--- src/rtl/irq_aggregator.sv ---
// Interrupt concentrator: synchronises NUM_SRC sources, applies edge/level mode,
// enable and pending state, and presents them on the 31-bit processor IRQ vector.
module irq_aggregator #(
   parameter int unsigned        NUM_SRC      = 8,
   parameter int unsigned        SYNC_STAGES  = 2,
   parameter logic [NUM_SRC-1:0] MODE_DEFAULT = '0
) (
   input  logic               CLK,
   input  logic               RESETN,
   input  logic [NUM_SRC-1:0] SRC_IRQ,
   input  logic               PSEL,
   input  logic               PENABLE,
   input  logic               PWRITE,
   input  logic [7:0]         PADDR,
   input  logic [31:0]        PWDATA,
   output logic [31:0]        PRDATA,
   output logic               PREADY,
   output logic               PSLVERR,
   output logic [30:0]        IRQ_OUT,
   output logic               IRQ_ANY
);

   localparam logic [5:0] REG_ENABLE  = 6'h00;
   localparam logic [5:0] REG_MODE    = 6'h01;
   localparam logic [5:0] REG_PENDING = 6'h02;
   localparam logic [5:0] REG_RAW     = 6'h03;
   localparam logic [5:0] REG_FORCE   = 6'h04;

   logic [NUM_SRC-1:0] sync_q [SYNC_STAGES];
   logic [NUM_SRC-1:0] s;
   logic [NUM_SRC-1:0] hist_q;
   logic [NUM_SRC-1:0] rise;
   logic [NUM_SRC-1:0] enable_q;
   logic [NUM_SRC-1:0] mode_q;
   logic [NUM_SRC-1:0] pend_q;
   logic [NUM_SRC-1:0] pend_d;
   logic [NUM_SRC-1:0] wdata;
   logic [NUM_SRC-1:0] set_bits;
   logic [NUM_SRC-1:0] w1c_bits;
   logic [NUM_SRC-1:0] mode_chg;
   logic [30:0]        irq_d;
   logic [31:0]        rdata;
   logic               access;
   logic               wr;
   logic               hit;
   logic [5:0]         word;
   logic               unused_bits;

   assign s           = sync_q[SYNC_STAGES-1];
   assign rise        = s & ~hist_q;
   assign access      = PSEL & PENABLE;
   assign wr          = access & PWRITE;
   assign word        = PADDR[7:2];
   assign wdata       = PWDATA[NUM_SRC-1:0];
   assign PREADY      = 1'b1;
   assign unused_bits = ^{PADDR[1:0], PWDATA[31:NUM_SRC]};

   always_comb begin
      hit   = 1'b1;
      rdata = '0;
      case (word)
         REG_ENABLE:  rdata[NUM_SRC-1:0] = enable_q;
         REG_MODE:    rdata[NUM_SRC-1:0] = mode_q;
         REG_PENDING: rdata[NUM_SRC-1:0] = pend_q;
         REG_RAW:     rdata[NUM_SRC-1:0] = s;
         REG_FORCE:   rdata = '0;
         default:     hit = 1'b0;
      endcase
   end

   assign PRDATA  = (access && hit) ? rdata : '0;
   assign PSLVERR = access & ~hit;

   // Edge bits: set beats W1C; level bits follow s; a MODE change clears last and wins.
   always_comb begin
      set_bits = rise | ((wr && word == REG_FORCE) ? wdata : '0);
      w1c_bits = (wr && word == REG_PENDING) ? wdata : '0;
      mode_chg = (wr && word == REG_MODE) ? (wdata ^ mode_q) : '0;
      pend_d   = (mode_q & (set_bits | (pend_q & ~w1c_bits))) | (~mode_q & s);
      pend_d   = pend_d & ~mode_chg;
      irq_d    = '0;
      irq_d[NUM_SRC-1:0] = pend_q & enable_q;
   end

   always_ff @(posedge CLK) begin
      if (!RESETN) begin
         for (int unsigned i = 0; i < SYNC_STAGES; i++) sync_q[i] <= '0;
         hist_q   <= '0;
         enable_q <= '0;
         mode_q   <= MODE_DEFAULT;
         pend_q   <= '0;
         IRQ_OUT  <= '0;
         IRQ_ANY  <= 1'b0;
      end else begin
         sync_q[0] <= SRC_IRQ;
         for (int unsigned i = 1; i < SYNC_STAGES; i++) sync_q[i] <= sync_q[i-1];
         hist_q  <= s;
         pend_q  <= pend_d;
         IRQ_OUT <= irq_d;
         IRQ_ANY <= |irq_d;
         if (wr && word == REG_ENABLE) enable_q <= wdata;
         if (wr && word == REG_MODE)   mode_q   <= wdata;
      end
   end

endmodule

--- config.mk ---
export PLATFORM = sky130hd
export DESIGN_NAME = irq_aggregator
export DESIGN_NICKNAME = d
export VERILOG_FILES = /design/src/rtl/irq_aggregator.sv
export SDC_FILE = /design/constraint.sdc
export NUM_CORES = 1
export LEC_CHECK = 0
export BUFFER_PORTS_ARGS = -buffer_cell sky130_fd_sc_hd__buf_2
export CORE_MARGIN = 3
export CORE_UTILIZATION = 45
export DETAILED_ROUTE_END_ITERATION = 16
export HOLD_SLACK_MARGIN = 0.05
export MAX_ROUTING_LAYER = met4
export PLACE_DENSITY = 0.75
export SKIP_CTS_REPAIR_TIMING = 1
export SLEW_MARGIN = 40
export SYNTH_ARGS = -nofsm -noshare
export SYNTH_HDL_FRONTEND = slang
export SYNTH_SLANG_ARGS = --single-unit
--- constraint.sdc ---
create_clock -name CLK -period 3.5 [get_ports CLK]
set_clock_uncertainty 0.15 [all_clocks]
set_input_delay 0.7 -clock CLK [delete_from_list [all_inputs] [get_ports CLK]]
set_output_delay 0.7 -clock CLK [all_outputs]
set_load 0.03 [all_outputs]
==> metrics.md <==
| Metric | Value |
|---|---|
| GPL Wtd Cong | 0.823 |
| VDD IR max | 0.337 mV |
| Starting DRT DRC Count | 362 |
| Leak | 1.29 nW |
| Post-DR wirelength/cell | 15.2 um |
| TritonCTS clock tree | yes |
| Mapped Area | 2950 sq um |
| Power Density | 468 nW/um^2 |
| Clock Path Buffers | 2 |
| Asr flop ratio synth | 0% |
| Synth Area per Inst | 9.30 sq um |
| Worst Max-Slew Pin Slew | 0.786 ns |
| 1st-pass router iterations | 5 |
| Remaining global-route overflow | 0 |
| First-pass GRT wire length | 10.3 mm |
| Synth Flop Type | dfxtp_1 |
| Total of max-cap violations | 0 |
| Top cell type's share of synthesized area | 38.7% |
| Hold Violations, Final | 0 |
| Worst path arrival time | 2.10 ns |
| Post-synth EDFFs | 0 |
| Total GRT Usage | 18.2% |
| Rows | 28 |
| Critical Path RT | 2.65 ns |
| Most common cell in the synthesized netlist | dfxtp_1 |
| Max Slew Vio Count | 0 |
| Synth top cells by count | dfxtp_1 (57), buf_4 (48), and2_1 (32) |
| Top post-synthesis cells by area | dfxtp_1 (39%), buf_4 (12%), and2_1 (6.8%), mux4_2 (6.1%), nand4_1 (5.1%) |
| Period minus WS final | 2.95 ns |
| Setup TNS after final layout | 0 ns |
| Sequential fraction of the synthesis area | 38.7% |
| DR vias | 2,335 |
| Crit path kind | in2out |
| R2R setup slack | 2.26 ns |
| Die Y | 87.0 um |
| RSZ-0062 raised after global routing | no |
| Final period utilization | 84.3% |
| Initial Util | 48.1% |
| Vias in the first global route | 2,054 |
| Final #Nets | 406 |
| Drt drc | 0 |
| Antenna viol nets, final | 0 |
| DP Cell Count | 417 |
| Worst setup SP type | primary input |
| Slowest stage delay, CP | 0.59 ns |
| Most used cell, CP | buf_2 |
| Critical Path Fanout Max | 28 |
| Flops & latches, synth | 57 |
| Area leader, netlist | dfxtp_1 |
| Status | completed |
| Crit. End Element | primary output |
| Yosys cell types | 33 |
| Synth-to-Final Area Change | 8.74% |
| CTS H-Tree Depth | 3 |
| Die Area | 7560 sq um |
| Fin cells | 432 |
| Synth Warn # | 0 |
| Slowest cell on crit path | mux4_2 |
| CP bufs+invs | 2 |
| Cell family with most CP delay | buffers and inverters |
| Die span in x | 87.0 um |
| Critical Path, Cell by Cell | buf_2, mux4_2, nor2b_1, buf_2 |
| Hold WC Path Type | reg2reg |
| Post-Synthesis Cells | 317 |
| Layout cells sized above 1 | 20.2% |
| Pin count of the biggest net entering global routing | 41 |
| FMAX | 339 MHz |
| DP HPWL | 4.39 mm |
| Ports | 119 |
| Root Buffer | clkbuf_8 |
| Antenna violations before repair | 0 |
| Reg clk slew, reported paths | 0.06 ns |
| Max_slew headroom | 47.3% |
| Final setup violation count | 0 |
| Worst-Skew Late Latency | 0.33 ns |
| N_diodes | 0 |
| DRT Wirelength | 6.57 mm |
| Num Clock Sinks | 57 |
| Core Area | 6130 sq um |
| Via-to-Cell Ratio | 5.41 |
| Port Buffers | 44 |
| CTS buffer count | 9 |
cell families (layout without fill, tap and decap cells):
group | Yosys count | count (layout) | share of synthesized area (%)
buf+inv | 72 | 66 | 16.4
compound gates | 62 | 62 | 14.7
mux | 8 | 8 | 6.11
other cells | 2 | 48 | 0.255
simple gates | 108 | 108 | 21.4
xor+xnor | 8 | 8 | 2.38
flops | 57 | 57 | 38.7
report_power, final:
| group | internal, mW | switching [mW] | leakage, nW |
|---|---|---|---|
| Combinational | 0.0362 | 0.132 | 0.715 |
| Sequential | 0.663 | 0.00740 | 0.464 |
| Clock | 0.416 | 0.246 | 0.106 |
| Total | 1.11 | 0.385 | 1.29 |
through the flow:
step / instance area, sq um / utilization (%) / worst slack, ns / hold WS [ns] / total power, mW
detailed placement: 3000 / 48.9 / 0.544 / 0.265 / 0.849
global placement: 3000 / 48.9 / 0.544 / 0.259 / 0.846
finish: 3210 / 52.3 / 0.550 / 0.280 / 1.50
floorplan: 3120 / - / 0.657 / 0.256 / 0.852
CTS: 3210 / 52.3 / 0.530 / 0.280 / 1.51
global route: 3210 / 52.3 / 0.458 / 0.287 / 1.56
final cells by class:
cell class | instances | area [sq um]
fill | 565 | 2920
multi-input combinational | 234 | 1500
sequential | 57 | 1140
timing repair buffer | 49 | 258
clock buffer | 12 | 145
tap | 75 | 93.8
clock inverter | 3 | 65.1
inverter | 2 | 7.51
layout by cell type, fill, tap and decap left out, types with 9 or more instances in the layout:
master    instances
dfxtp_1          57
conb_1           48
buf_2            44
and2_1           32
nand4_1          24
nand2_1          24
a21oi_1          17
o31ai_1          16
clkbuf_8         10
nor2b_1           9
and3_1            9
a31oi_1           9
path summary, 6_finish.rpt:
check        cells after the start             to         start
max reg2reg                      3        IRQ_ANY     pend_q[4]
min                              1  sync_q[0][14]  sync_q[0][6]
min reg2reg                      1  sync_q[0][14]  sync_q[0][6]
max                              4      PRDATA[6]      PADDR[3]
routing by layer:
| layer | vias to the layer above | track usage [%] | part of all wire (%) |
|---|---|---|---|
| li1 | 1125 | - | - |
| met1 | 1073 | 23.9 | 41 |
| met2 | 128 | 25.6 | 46 |
| met3 | 9 | 5.39 | 11 |
| met4 | 0 | 8.50 | 1.6 |
| met5 | - | - | 0 |
state kept, by name, indices dropped and copies added, names as in the netlist:
name	flops
sync_q	16
enable_q	8
pend_q	8
hist_q	8
mode_q	8
IRQ_OUT	8
IRQ_ANY	1
(Power assumes the default switching activity.)
